===== config.mk =====
export PLATFORM = sky130hd
export DESIGN_NAME = mem_stall_ctrl_flat
export DESIGN_NICKNAME = d
export VERILOG_FILES = /design/src/rtl/mem_stall_ctrl_pkg.sv /design/src/rtl/mem_stall_ctrl_if.sv /design/src/rtl/mem_stall_ctrl_sat_counter.sv /design/src/rtl/mem_stall_ctrl.sv /design/src/flat_wrapper.sv
export SDC_FILE = /design/constraint.sdc
export NUM_CORES = 1
export LEC_CHECK = 0
export BUFFER_PORTS_ARGS = -buffer_cell sky130_fd_sc_hd__buf_4
export CAP_MARGIN = 10
export CELL_PAD_IN_SITES_DETAIL_PLACEMENT = 0
export CELL_PAD_IN_SITES_GLOBAL_PLACEMENT = 1
export CORE_MARGIN = 4
export CORE_UTILIZATION = 36
export CTS_CLUSTER_SIZE = 25
export DETAILED_ROUTE_END_ITERATION = 6
export PLACE_DENSITY_LB_ADDON = 0.05
export SYNTH_ARGS = -nofsm -noshare
export SYNTH_HDL_FRONTEND = slang
export SYNTH_SLANG_ARGS = --single-unit

===== constraint.sdc =====
create_clock -name clk_i -period 2 [get_ports clk_i]
set_clock_uncertainty 0.05 [all_clocks]
set_input_delay 0.2 -clock clk_i [delete_from_list [all_inputs] [get_ports clk_i]]
set_output_delay 0.2 -clock clk_i [all_outputs]
set_load 0.01 [all_outputs]

===== src/rtl/mem_stall_ctrl_pkg.sv =====
// Shared types and sizing helpers for the load/store stall controller.
package mem_stall_pkg;

   typedef enum logic [1:0] {ST_IDLE, ST_WAIT, ST_DONE} stall_state_t;

   // Bits needed to hold the larger of the latency and timeout limits.
   function automatic int unsigned clog2max(input int unsigned a, input int unsigned b);
      int unsigned m;
      m = (a > b) ? a : b;
      return $clog2(m + 1);
   endfunction

endpackage


===== src/rtl/mem_stall_ctrl_if.sv =====
// Core-side handshake between the datapath and the data-memory stall controller.
interface mem_stall_ctrl_if #(
   parameter int unsigned PERF_W = 32
);
   logic              mem_req_i;
   logic              mem_we_i;
   logic              mem_ready_i;
   logic              stall_o;
   logic              mem_req_o;
   logic              mem_we_o;
   logic              timeout_o;
   logic [PERF_W-1:0] stall_cycles_o;

   modport master (
      output mem_req_i, mem_we_i, mem_ready_i,
      input  stall_o, mem_req_o, mem_we_o, timeout_o, stall_cycles_o
   );

   modport slave (
      input  mem_req_i, mem_we_i, mem_ready_i,
      output stall_o, mem_req_o, mem_we_o, timeout_o, stall_cycles_o
   );
endinterface


===== src/rtl/mem_stall_ctrl_sat_counter.sv =====
// Saturating up-counter with synchronous active-high reset.
module sat_counter #(
   parameter int unsigned W = 32
) (
   input  logic         clk_i,
   input  logic         rst_i,
   input  logic         inc_i,
   output logic [W-1:0] count_o
);

   always_ff @(posedge clk_i) begin
      if (rst_i) begin
         count_o <= '0;
      end else if (inc_i && (count_o != '1)) begin
         count_o <= count_o + 1'b1;
      end
   end

endmodule


===== src/rtl/mem_stall_ctrl.sv =====
// Load/store stall controller: holds the core for a fixed latency or until memory
// ready (with timeout), then frees it for one cycle. Counts stalled cycles.
module mem_stall_ctrl
   import mem_stall_pkg::*;
#(
   parameter int unsigned LATENCY   = 1,
   parameter int unsigned USE_READY = 0,
   parameter int unsigned TIMEOUT   = 255,
   parameter int unsigned PERF_W    = 32
) (
   input logic              clk_i,
   input logic              rst_i,
   mem_stall_ctrl_if.slave  bus
);

   localparam int unsigned      CNT_W    = clog2max(LATENCY, TIMEOUT);
   localparam logic [CNT_W-1:0] LAT_LAST = CNT_W'(LATENCY - 1);
   localparam logic [CNT_W-1:0] TO_LAST  = CNT_W'(TIMEOUT);

   stall_state_t     state, state_nxt;
   logic [CNT_W-1:0] cnt, cnt_nxt;
   logic             timeout_q, timeout_nxt;
   logic             stall;

   always_ff @(posedge clk_i) begin
      if (rst_i) begin
         state     <= ST_IDLE;
         cnt       <= '0;
         timeout_q <= 1'b0;
      end else begin
         state     <= state_nxt;
         cnt       <= cnt_nxt;
         timeout_q <= timeout_nxt;
      end
   end

   always_comb begin
      state_nxt   = state;
      cnt_nxt     = cnt;
      timeout_nxt = 1'b0;
      case (state)
         ST_IDLE: begin
            if (bus.mem_req_i) begin
               if ((USE_READY == 0) ? (LATENCY == 1) : bus.mem_ready_i) begin
                  state_nxt = ST_DONE;
               end else begin
                  state_nxt = ST_WAIT;
                  cnt_nxt   = CNT_W'(1);
               end
            end
         end
         ST_WAIT: begin
            // A dropped request (flush) wins over completion and timeout.
            if (!bus.mem_req_i) begin
               state_nxt = ST_IDLE;
               cnt_nxt   = '0;
            end else if (USE_READY == 0) begin
               if (cnt == LAT_LAST) state_nxt = ST_DONE;
               else                 cnt_nxt   = cnt + 1'b1;
            end else if (bus.mem_ready_i) begin
               state_nxt = ST_DONE;
            end else if (cnt == TO_LAST) begin
               state_nxt   = ST_DONE;
               timeout_nxt = 1'b1;
            end else begin
               cnt_nxt = cnt + 1'b1;
            end
         end
         default: begin
            state_nxt = ST_IDLE;
            cnt_nxt   = '0;
         end
      endcase
   end

   assign stall              = !rst_i && bus.mem_req_i && (state != ST_DONE);
   assign bus.stall_o        = stall;
   assign bus.mem_req_o      = stall;
   assign bus.mem_we_o       = stall && bus.mem_we_i;
   assign bus.timeout_o      = timeout_q;

   sat_counter #(
      .W (PERF_W)
   ) u_perf (
      .clk_i   (clk_i),
      .rst_i   (rst_i),
      .inc_i   (stall),
      .count_o (bus.stall_cycles_o)
   );

endmodule

===== src/flat_wrapper.sv =====
// flat-port wrapper written by rule: the top's interface ports become plain ports
module mem_stall_ctrl_flat import mem_stall_pkg::*;
#(
   parameter int unsigned LATENCY   = 1,
   parameter int unsigned USE_READY = 0,
   parameter int unsigned TIMEOUT   = 255,
   parameter int unsigned PERF_W    = 32
)
  (clk_i, rst_i, bus_mem_req_i, bus_mem_we_i, bus_mem_ready_i, bus_stall_o, bus_mem_req_o, bus_mem_we_o, bus_timeout_o, bus_stall_cycles_o);
  mem_stall_ctrl_if #(.PERF_W(PERF_W)) bus_i ();
  input logic clk_i;
  input logic rst_i;
  input wire logic [$bits(bus_i.mem_req_i)-1:0] bus_mem_req_i;
  input wire logic [$bits(bus_i.mem_we_i)-1:0] bus_mem_we_i;
  input wire logic [$bits(bus_i.mem_ready_i)-1:0] bus_mem_ready_i;
  output wire logic [$bits(bus_i.stall_o)-1:0] bus_stall_o;
  output wire logic [$bits(bus_i.mem_req_o)-1:0] bus_mem_req_o;
  output wire logic [$bits(bus_i.mem_we_o)-1:0] bus_mem_we_o;
  output wire logic [$bits(bus_i.timeout_o)-1:0] bus_timeout_o;
  output wire logic [$bits(bus_i.stall_cycles_o)-1:0] bus_stall_cycles_o;
  assign bus_i.mem_req_i = bus_mem_req_i;
  assign bus_i.mem_we_i = bus_mem_we_i;
  assign bus_i.mem_ready_i = bus_mem_ready_i;
  assign bus_stall_o = bus_i.stall_o;
  assign bus_mem_req_o = bus_i.mem_req_o;
  assign bus_mem_we_o = bus_i.mem_we_o;
  assign bus_timeout_o = bus_i.timeout_o;
  assign bus_stall_cycles_o = bus_i.stall_cycles_o;
  mem_stall_ctrl #(.LATENCY(LATENCY), .USE_READY(USE_READY), .TIMEOUT(TIMEOUT), .PERF_W(PERF_W)) u_core (.clk_i(clk_i), .rst_i(rst_i), .bus(bus_i));
endmodule

# Word level (Yosys, flattened, before mapping)
# Cells that the tools add are included.
# word_totals
register_bits,42
latch_bits,0
ram_bits,0
romBits,0
wordCells,28
n_memories,0
# classes
n_addsub,2
n_mul,0
div,0
order_cmp,0
eq_ne,6
n_shift,0
n_mux,7
bitwise_logic,1
n_reduce_logical,9
# ops
op,count
adder 32 x 1 -> 32 bit (second input constant),1
!= test 32 bit (second input constant),1
two-way mux 8 bit,2
case mux 8 bit (2 select lines),1
adder 8 x 1 -> 8 bit (second input constant),1
zero test 8 bit,1
two-way mux 2 bit,3
logical AND 1 bit,4
!= test 2 bit (second input constant),2
case mux 2 bit (2 select lines),1
AND reduction 2 bit,2
!= test 3 x 2 -> 1 bit (second input constant),1
!= test 3 bit (second input constant),1
equality test 2 x 1 -> 1 bit (second input constant),1
zero test 2 bit,1
zero test 1 bit,1
inverter 1 bit,1

# Depth between registers and ports, before layout
# Gate-level depths: netlist of run 1.
# depth
depth_word,4
depth_mapped,8
depth_no_buf,6

# Cells and area by module
# A second synthesis of run 1 with hierarchy kept.
# hier_totals
cells_unflattened,206
hier_area_um2,1740.4
# modules_own_cells
mod,n_inst,cells_per_inst,area_each_um2
sat_counter,1,199,1674.1
mem_stall_ctrl,1,7,66.3

# Worst setup path before layout of run 1
# No wires, ideal clock.
# synth_path
kind,reg-to-reg
start,reg u_core.u_perf.count_o[0]
end,reg u_core.u_perf.count_o[30]
arrival_ns,1.921
required_ns,1.827
path_slack_ns,-0.094
path_stages_with_launch,7
n_path_buf,0
synth_period_minus_slack_ns,2.094
cell_sequence,dfxtp_1 -> ha_1 -> nand4_1 -> or3_4 -> a211oi_2 -> nor4b_2 -> mux2_1
# synth_via
elab_chain_len,2
word_cells_on_any_way,3
cone_classes,add/sub: 1; eq/ne: 1; reduce/logical: 1
# synth_rtl
element,line_no,source
from (decl),mem_stall_ctrl_sat_counter.sv:8,output logic [W-1:0] count_o
from (signal assigned),mem_stall_ctrl_sat_counter.sv:15,count_o <= count_o + 1'b1;
branches (longest 2 deep; another with adder 32 x 1 -> 32 bit),n/a,
# Several ways; the timed one is not identified.
# A chain may end at the register's enable or synchronous reset.

# Worst setup path in the final report of run 1
# layout_path
start,reg u_core.u_perf.count_o[1]
end,reg u_core.u_perf.count_o[30]
# Same word-level chain as after synthesis.

==> results of run 1 <==
==> layout by cell type (no fill, tap or decap), types with 5 or more instances in the layout <==
cell type  synthesis  routed
buf_4              2      83
dfxtp_1           33      31
nor2_1            30      30
xnor2_1           22      21
nand3_1           12      12
nand4_1            8       8
nand2_1            8       8
and4_1             6       6
a21oi_1            8       5
clkbuf_8           0       5
==> path summary, 6_finish.rpt <==
path / endpoint / from / cells past startpoint / slack [ns]
setup / recovery: u_core.u_perf.count_o[30] / u_core.u_perf.count_o[1] / 7 / -0.07
hold / removal: u_core.state[1] / rst_i / 5 / 0.38
setup reg to reg: u_core.u_perf.count_o[30] / u_core.u_perf.count_o[1] / 7 / -0.07
hold reg to reg: u_core.u_perf.count_o[31] / u_core.u_perf.count_o[31] / 1 / 0.43
==> per-layer routing <==
layer  up-vias  track usage, %
met2        29           26.09
met4         0           5.498
li1        849               -
met3         8           4.875
met5         -               0
met1       808           20.33
==> critical path: cells and delay by family, from the launching register on <==
family | cells | cell delay (ns)
adder cells (fa/ha/maj) | 1 | 0.13
buffers and inverters | 1 | 0.16
flip-flops | 1 | 0.36
AND/OR/NAND/NOR | 3 | 0.71
multiplexers | 1 | 0.36
AO/OA/AOI/OAI | 1 | 0.18
==> state kept, by name, indices dropped and copies added, names as in the netlist <==
| signal | flops |
|---|---|
| u_core.u_perf.count_o | 32 |
| u_core.state | 1 |
==> power groups by stage <==
stage               Combinational (mW)  Sequential, mW  Clock [mW]
floorplan                       0.0306           0.680           0
global placement                0.0562           0.677           0
detailed placement              0.0574           0.678           0
CTS                             0.0600           0.664       0.513
global route                    0.0686           0.663       0.549
finish                          0.0607           0.663       0.490
==> cells by family after synthesis <==
logic type               share of synthesized area [%]
buffers and inverters                            4.859
AO/OA/AOI/OAI                                    13.55
adder cells (fa/ha/maj)                         0.6844
flip-flops                                       36.14
AND/OR/NAND/NOR                                  29.91
multiplexers                                     4.107
other                                           0.2051
XOR/XNOR                                         10.54
==> synth_stat cells <==
library cell	n
a2111oi_1	1
a2111oi_2	4
a2111oi_4	1
a211oi_1	8
a211oi_2	2
a21o_1	1
a21oi_1	8
a31o_2	2
and2_1	1
and3_1	3
and4_1	6
buf_2	5
buf_4	2
buf_6	1
clkbuf_1	5
clkinv_1	1
conb_1	1
dfxtp_1	33
ha_1	1
inv_1	4
mux2_1	1
mux2_2	3
mux2i_1	3
nand2_1	8
nand2b_1	4
nand3_1	12
nand4_1	8
nand4_4	2
nor2_1	30
nor2b_1	4
nor3_1	1
nor4_2	1
nor4_4	1
nor4b_2	1
nor4b_4	2
or3_4	1
or3b_4	1
xnor2_1	22
==> through the flow <==
stage	hold slack [ns]	cells	utilization [%]	total power, mW	setup TNS [ns]
floorplan	0.3604	195	-	0.7108	-0.02148
global placement	0.4185	327	50.44	0.7336	-0.3267
detailed placement	0.4225	327	50.44	0.7351	-0.6602
CTS	0.3502	340	53.32	1.236	-0.03617
global route	0.3842	343	56.57	1.280	-2.066
finish	0.3758	343	56.57	1.213	-0.1374
==> cell type report <==
type                            instances  area [µm²]  area share [%]
Clock buffer                            8       80.08           2.938
Inverter                                5       18.77          0.6887
Multi-Input combinational cell        144        1211           44.44
Sequential cell                        33       665.6           24.43
Tap cell                               67       83.83           3.076
Timing Repair Buffer                   86       665.6           24.43
==> what timing repair did <==
action | in CTS | in global routing
setup endpoints to repair | 11 | 28
hold buffers | 0 | 0
buffers inserted | 5 | 6
endpoints found under the hold margin | 0 | 0
pin swaps | 5 | 20
gates resized for setup | 3 | 19
==> results.md, run 1 <==
* Status: finished, violations left
* Largest net degree at the start of global routing at 39
* Cts bufs inserted at 5
* DRT Wirelength at 4.720 mm
* GPL Wtd Cong at 0.8165
* Max-cap violations at 0
* RSZ-0062 raised after global routing: yes
* Final setup vio count at 4
* Yosys reg bits at 33
* Post-DP HPWL at 3.391 mm
* All-layer global routing usage at 16.14%
* Drt pass-1 iters at 4
* Drt wl/cell at 13.76 µm
* Die Wd at 79.26 µm
* Root buffer cell: clkbuf_8
* Power share of the clock group at 40.4%
* Vias at 1,694
* Total internal power at 0.9363 mW
* Register share of total power at 54.6%
* Fmax at 483.4 MHz
* Distinct cells, synth at 38
* Clock buffer depth at 2
* Gr ovfl total at 0
* Final net count at 281
* Layout area overhead at 49.08%
* # DRC at 0
* Psw at 0.2771 mW
* Worst path max stage delay at 0.36 ns
* Post-Syn Area at 1828 µm²
* Dpl ws at -0.1050 ns
* Sequential share of the synthesized area at 36.14%
* Post-synth top area cell: dfxtp_1
* Tmin final at 2.069 ns
* Final setup margin at -0.06854 ns
* Synth area leaders: dfxtp_1 (36%), xnor2_1 (11%), nor2_1 (6.2%), nand3_1 (3.3%), a2111oi_2 (3.3%)
* Crit Path Category: reg -> reg
* DP Area at 2430 µm²
* DRT met1 WL at 2.161 mm
* Vias in the first global route at 1,675
* # IOs at 41
* Filler cell count at 465
* CTS H-tree lvls at 2
* Drt first-iter violations at 38
* Cells along the critical path: ha_4 -> nand4_1 -> buf_4 -> or3_4 -> a211oi_2 -> nor4b_2 -> mux2_1
* Diode count at 0
* Initial antenna violation count at 0
* Pwr Density at 445.2 nW/µm²
* Full die area at 6282 µm²
* Fraction of layout cells with a size suffix above 1 at 44.57%
* Crit. End Element: register
* CP required at 2.12 ns
* Final Max Tran Viols at 0
* Port Buf Inserts at 38
* Metal3 WL at 179 µm
* Failing checks: negative setup slack
* Fin. Hold Viols at 0
* Core Box Area at 4817 µm²
* Met2 wire length at 2.289 mm
* Die H at 79.26 µm
* Static Leak at 1.065 nW
* Synth Net Count at 201
* CP max-delay cell: dfxtp_4
* Post-synthesis cell count at 195
* Setup crit start kind: register
* CTS sink cnt at 33
* First-pass GRT wire length at 8.017 mm
* Synth warnings at 0
* Combinational power share at 5.0%
* Critical-path maximum fanout at 2
* Design area at 2725 µm²
* Avg Vias per Cell at 4.939
* TritonCTS clock tree: done
* Max Used Layer: met4
* Worst skew pair latency at 0.28 ns
* Final ANT Viol Nets at 0
* Crit path arrival time at 2.19 ns
* Syn Area/Cell at 9.374 µm²
* Starting Density at 37.95%
* Row count at 25
* Peak supply drop at 0.0002730 V
* Min-delay worst type: in -> reg
* Clock-pin slew on the worst setup and hold paths at 0.07 ns
* Sw frac at 22.84%
* Period Utilization, post-route at 103.4%
* Post-synth top area share at 36.14%
Note: power is estimated with default switching activity, not from simulation.
==> inputs of run 2 (changes only) <==
Settings changed: PLACE_DENSITY set to 0.71, PLACE_DENSITY_LB_ADDON 0.05 to not set.
==> run 2 against run 1 <==
The run still ends with negative setup slack left. Non-clock buffer count down 4. Cell count is 1.2% lower. Design area decreased by 3.5%. Total power fell by 1.2%. Largest power group unchanged. Clock power down 2%.
==> results.md, run 2 (synthesis gave the netlist of run 1 again) <==
* Status: finished, violations left
* Failing checks: negative setup slack
* Clock-pin slew on the worst setup and hold paths at 0.07 ns (about the same)
* Pwr Total at 1.199 mW (-1.2%)
* Drt first-iter violations at 57 (+50%)
* Drt wl/cell at 12.78 µm (-7.1%)
* Multi-input gate area at 1136 µm² (-6.2%)
* Crit Path Category: reg -> reg
* GR Layer Usage met2 at 24.33% (-1.8 points)
* Layout area overhead at 43.87%
* Worst skew pair latency at 0.28 ns (about the same)
* Largest net degree at the start of global routing at 39 (unchanged)
* CP max-delay cell: or3_4
* Final Max Tran Viols at 0 (unchanged)
* Root buffer cell: clkbuf_8
* Final ANT Viol Nets at 0 (unchanged)
* Full die area at 6282 µm² (unchanged)
* RSZ-0062 raised after global routing: yes
* Most common cell after layout, fill and taps aside: buf_4
* TritonCTS clock tree: done
* Max-cap violations at 0 (unchanged)
* CTS sink cnt at 33 (unchanged)
* Drt pass-1 iters at 4 (unchanged)
* DP Area at 2445 µm² (+0.62%)
* # DRC at 0 (unchanged)
* Fraction of layout cells with a size suffix above 1 at 41.91% (-2.7 points)
* Cells along the critical path: ha_4 -> nand4_1 -> or3_4 -> a211oi_4 -> nor4b_4 -> mux2_4
* Commonest non-fill, non-tap cells in the layout: buf_4 (80), dfxtp_1 (31), nor2_1 (30), xnor2_1 (22), nand3_1 (12)
* All-layer global routing usage at 15.09% (-1.0 points)
* Crit. End Element: register
* Fmax at 493.3 MHz (+2.0%)
* Reg area at 663.1 µm² (-0.38%)
* Gr ovfl total at 0 (unchanged)
* Met3 usage at 3.401% (-1.5 points)
* Biggest register: u_core.u_perf.count_o
* # IOs at 41 (unchanged)
* Static Leak at 1.061 nW (-0.41%)
* Crit path arrival time at 2.15 ns (-0.04 ns)
* Hold buffer count at cts at 0 (unchanged)
* Period Utilization, post-route at 101.4% (-2.1 points)
* Vias in the first global route at 1,590 (-5.1%)
* Worst path max stage delay at 0.47 ns (+0.11 ns)
* Inst Count DP at 329 (+0.61%)
* Core Box Area at 4817 µm² (unchanged)
* Peak supply drop at 0.0002468 V (-9.6%)
* Initial antenna violation count at 0 (unchanged)
* Critical-path maximum fanout at 3 (+1)
* Starting Density at 37.95% (unchanged)
* Die H at 79.26 µm (unchanged)
* M1 GR Usage at 19.14% (-1.2 points)
* Post-route insts no fill at 339 (-1.2%)
* Final net count at 277 (-1.4%)
* Min-delay worst type: in -> reg
* Final setup margin at -0.02704 ns (+0.04151 ns)
* CTS H-tree lvls at 2 (unchanged)
* Tmin final at 2.027 ns (-0.04151 ns)
* Port Buf Inserts at 38 (unchanged)
* Diode count at 0 (unchanged)
* DRT Wirelength at 4.334 mm (-8.2%)
* Clock buffer depth at 2 (unchanged)
* CP required at 2.12 ns (about the same)
* Pwr Density at 455.8 nW/µm² (+2.4%)
* Design area at 2630 µm² (-3.5%)
* Cts bufs inserted at 5 (unchanged)
* Post-DP HPWL at 3.237 mm (-4.5%)
* Largest registers: u_core.u_perf.count_o (32), u_core.state (1)
* Die Wd at 79.26 µm (unchanged)
* Row count at 25 (unchanged)
* Vias at 1,680 (-0.83%)
* First-pass GRT wire length at 7.486 mm (-6.6%)
* Filler cell count at 496 (+6.7%)
* GPL Wtd Cong at 0.7811 (-4.3%)
* Fin. Hold Viols at 0 (unchanged)
* GR peak layer: met2
* Avg Vias per Cell at 4.956 (+0.34%)
* Post-layout util at 54.60% (-2.0 points)
* Setup crit start kind: register
* Worst hold slack at 0.2725 ns (-0.1033 ns)
* Final setup vio count at 1 (-3)
* Max FFs per register at 32 (unchanged)
## run 2: metrics by stage
stage	setup slack (ns)	setup TNS, ns
after floorplan	-0.02148	-0.02148
after global placement	-0.03753	-0.04449
after detailed placement	-0.06282	-0.1110
after CTS	-0.01649	-0.02861
after global routing	-0.1119	-0.8310
final	-0.02704	-0.02704
## run 2: repair_timing
item,CTS,global route
gates resized for setup,3,7
setup buffers,0,1
cloned,0,1
endpoints found under the setup margin,6,23
pin swaps,2,5
## run 2: power by group
group	internal, mW	switching, mW	total, mW
sequential	0.661	0.00300	0.664
clock	0.241	0.237	0.478
combinational	0.0267	0.0305	0.0572
## run 2: per-layer routing
metal	part of all wire [%]	wire length (µm)
met1	44	1915
met2	49	2123
met3	5.2	225
met4	1.6	70
met5	0	0
## run 2: layout make-up
type                            count  area share (%)
Clock buffer                        6           2.759
Clock inverter                      2          0.3806
Inverter                            5          0.7136
Multi-Input combinational cell    144           43.20
Sequential cell                    33           25.21
Tap cell                           67           3.187
Timing Repair Buffer               82           24.55
## run 2: final timing paths
check | startpoint | end | slack (ns) | cells after the start
worst min register to register | u_core.u_perf.count_o[31] | u_core.u_perf.count_o[31] | 0.44 | 1
worst max-delay path | u_core.u_perf.count_o[0] | u_core.u_perf.count_o[30] | -0.03 | 6
worst max register to register | u_core.u_perf.count_o[0] | u_core.u_perf.count_o[30] | -0.03 | 6
worst min-delay path | rst_i | u_core.state[1] | 0.27 | 4
## run 2: critical path, delay by kind of cell, from the launching register on
| family | cells | cell delay (ns) |
|---|---|---|
| flops | 1 | 0.36 |
| fa+ha+maj | 1 | 0.14 |
| simple gates | 3 | 0.87 |
| compound gates | 1 | 0.18 |
| mux | 1 | 0.32 |
==> inputs of run 3 (changes only) <==
--- a/config.mk
+++ b/config.mk
@@ -7,2 +7,3 @@
 export LEC_CHECK = 0
+export ABC_AREA = 1
 export BUFFER_PORTS_ARGS = -buffer_cell sky130_fd_sc_hd__buf_4
@@ -12,6 +13,6 @@
 export CORE_MARGIN = 4
-export CORE_UTILIZATION = 36
+export CORE_UTILIZATION = 35
 export CTS_CLUSTER_SIZE = 25
 export DETAILED_ROUTE_END_ITERATION = 6
-export PLACE_DENSITY = 0.71
+export PLACE_DENSITY = 0.72
 export SYNTH_ARGS = -nofsm -noshare
==> constraint.sdc (replaced) <==
create_clock -name clk_i -period 2 [get_ports clk_i]
set_clock_uncertainty 0.05 [all_clocks]
set_input_delay 0.6 -clock clk_i [delete_from_list [all_inputs] [get_ports clk_i]]
set_output_delay 0.6 -clock clk_i [all_outputs]
set_load 0.01 [all_outputs]
==> run 3 against run 2 <==
Worst hold slack improved by 0.19 ns. Largest cell class unchanged. Cell count is 34% higher. Largest power group unchanged. The run now ends clean. Routed wire length is 37% higher. Non-clock buffer count is 31 lower. Total power increased by 2.0%. Flip-flop and latch count stayed put.
==> results.md, run 3 <==
* Status: finished, final reports clean
* Largest registers: u_core.u_perf.count_o (32), u_core.state (1)
* Pwr Density at 453.1 nW/µm² (-0.61%)
* Distinct cells, synth at 27 (-29%)
* Initial antenna violation count at 0 (unchanged)
* CTS sink cnt at 33 (unchanged)
* Fin Setup TNS at 0 ns (+0.02704 ns)
* Worst Hold End: u_core.u_perf.count_o[1]
* Full die area at 7680 µm² (+22%)
* Avg Vias per Cell at 4.834 (-2.4%)
* Synth warnings at 0 (unchanged)
* Drt wl/cell at 13.07 µm (+2.2%)
* Worst Reg-to-Reg Cells at 9 (+3)
* CP Launch Point: rst_i
* Final net count at 383 (+38%)
* # DRC at 0 (unchanged)
* Vias in the first global route at 2,042 (+28%)
* Inst Count DP at 445 (+35%)
* Biggest register: u_core.u_perf.count_o
* Root buffer cell: clkbuf_8
* Vias at 2,190 (+30%)
* Synth cell count leaders: nand2_1 (81), nor2_1 (66), dfxtp_1 (33)
* Clock-pin slew on the worst setup and hold paths at 0.06 ns (about the same)
* Peak supply drop at 0.0002802 V (+14%)
* GPL Wtd Cong at 0.7842 (+0.40%)
* Hold_sp: u_core.u_perf.count_o[1]
* RSZ-0062 raised after global routing: no
* Critical R2R Capture: u_core.u_perf.count_o[4]
* Final Max Tran Viols at 0 (unchanged)
* Crit path arrival time at 1.22 ns (-0.93 ns)
* Layout area overhead at 21.59%
* First-pass GRT wire length at 9.956 mm (+33%)
* R2r setup slk at 0.18 ns (+0.21 ns)
* CP required at 1.35 ns (-0.77 ns)
* All-layer global routing usage at 16.47% (+1.4 points)
* Post-route insts no fill at 453 (+34%)
* Pwr Total at 1.223 mW (+2.0%)
* Post-layout util at 44.79% (-9.8 points)
* Cell mode on critical path: buf_4
* Final setup vio count at 0 (-1)
* # IOs at 41 (unchanged)
* Dpl ws at 0.03850 ns (+0.1013 ns)
* CTS H-tree lvls at 2 (unchanged)
* Post-CTS setup buffers at 0 (unchanged)
* Synth area leaders: dfxtp_1 (30%), nand2_1 (14%), nor2_1 (11%), nand3_2 (11%), a21oi_1 (6.8%)
* DP Area at 2614 µm² (+6.9%)
* Commonest non-fill, non-tap cells in the layout: nand2_1 (80), nor2_1 (65), buf_4 (50), dfxtp_1 (33), a21oi_1 (30)
* Cts bufs inserted at 5 (unchanged)
* FFs w/ async S/R, synth at 0% (unchanged)
* Worst hold stages at 2 (-2)
* TritonCTS clock tree: done
* Post-synth top area cell: dfxtp_1
* Diode count at 0 (unchanged)
* Post-Syn Area at 2220 µm² (+21%)
* Critical-path maximum fanout at 7 (+4)
* Number of flops mapped to enable cells by yosys at 0 (unchanged)
* Syn Area/Cell at 6.747 µm² (-28%)
* Top_reg_cell synth: dfxtp_1
* Fmax at 536.1 MHz (+8.7%)
* FF-to-FF Start: u_core.u_perf.count_o[1]
* Cells along the critical path: buf_4 -> nor2_2 -> nand2_2 -> nor2_1 -> buf_4
* Largest net degree at the start of global routing at 42 (+7.7%)
* Filler cell count at 653 (+32%)
* Core Box Area at 6026 µm² (+25%)
* Drt first-iter violations at 75 (+32%)
* Top-count cell post-synth: nand2_1
* Tmin final at 1.865 ns (-0.1617 ns)
* Gr ovfl total at 0 (unchanged)
* Worst hold slack at 0.4645 ns (+0.1920 ns)
* Final ANT Viol Nets at 0 (unchanged)
* Post-synth top area share at 29.76% (-6.4 points)
* Max-cap violations at 0 (unchanged)
* Post-DP HPWL at 4.466 mm (+38%)
* Die Wd at 87.64 µm (+11%)
* Buf/Inv on CP at 2 (+2)
* CP max-delay cell: buf_4
* Die H at 87.64 µm (+11%)
* Worst path max stage delay at 0.15 ns (-0.32 ns)
* Static Leak at 1.153 nW (+8.7%)
* Crit Path Category: in -> out
* Min-delay worst type: reg -> reg
* Post-synthesis cell count at 329 (+69%)
* Kind of cell adding the most delay to the critical path: simple AND/OR/NAND/NOR gates
* Max FFs per register at 32 (unchanged)
* Most common cell after layout, fill and taps aside: nand2_1
* Clock buffer depth at 2 (unchanged)
* Crit. End Element: output pin
* Worst skew pair latency at 0.28 ns (about the same)
* Yosys reg bits at 33 (unchanged)
* Fin. Hold Viols at 0 (unchanged)
* Design area at 2699 µm² (+2.6%)
* Synth Net Count at 335 (+67%)
* Row count at 28 (+12%)
* Final setup margin at 0.1346 ns (+0.1617 ns)
* Setup crit start kind: input pin
* DRT Wirelength at 5.919 mm (+37%)
* Period Utilization, post-route at 93.27% (-8.1 points)
* Fraction of layout cells with a size suffix above 1 at 27.78% (-14 points)
* Starting Density at 36.84% (-1.1 points)
* Drt pass-1 iters at 4 (unchanged)
* Sequential share of the synthesized area at 29.76% (-6.4 points)
* Port Buf Inserts at 38 (unchanged)
-- run 3: layout make-up --
type | count | area, µm² | area share [%]
flip-flops and latches | 33 | 660.6 | 24.48
repair buffers | 51 | 395.4 | 14.65
inverters | 29 | 113.9 | 4.219
multi-input cells | 257 | 1355 | 50.21
well taps | 75 | 93.84 | 3.477
clock buffers | 8 | 80.08 | 2.967
-- run 3: cells by family (layout without fill, tap and decap cells) --
logic type	Yosys count	after routing	share of synthesized area [%]
AO/OA/AOI/OAI	31	31	6.989
flip-flops	33	33	29.76
buffers and inverters	39	88	9.413
AND/OR/NAND/NOR	222	222	52.31
other	1	1	0.1689
adder cells (fa/ha/maj)	1	1	0.5636
XOR/XNOR	2	2	0.7893
-- run 3: worst max path at each step --
stage | end | slack, ns | depth (start not counted)
detailed placement | u_core.u_perf.count_o[19] | 0.04 | 9
floorplan | bus_stall_o | 0.12 | 5
global placement | u_core.u_perf.count_o[22] | 0.05 | 9
CTS | bus_mem_we_o | 0.08 | 5
global route | u_core.u_perf.count_o[7] | 0.01 | 9
finish | bus_mem_we_o | 0.13 | 5
-- run 3: what timing repair did --
action	CTS	global route
hold buffers	0	0
setup endpoints to repair	0	5
resized for setup	0	2
-- run 3: worst reg2reg max path: stages, from the launching register on --
cell and delay, ns:
dfxtp_1 0.39, ha_1 0.25, inv_1 0.09, nor2_4 0.14, nand2_4 0.09, nor2_2 0.12
nand3_2 0.24, nand2_2 0.19, nand2_1 0.06, a21oi_1 0.13
-- run 3: metal layers --
metal  vias up  track usage (%)  part of all wire (%)
li1       1152                -                     -
met1       992            22.68                    50
met2        40            26.51                    45
met3         6            3.010                   4.1
met4         0            4.184                   1.1
met5         -                0                     0
-- run 3: report_power, final --
part / internal, mW / total, mW / switching (mW)
logic: 0.0271 / 0.0680 / 0.0409
clock network: 0.247 / 0.491 / 0.243
registers: 0.660 / 0.664 / 0.00382
total: 0.934 / 1.22 / 0.288
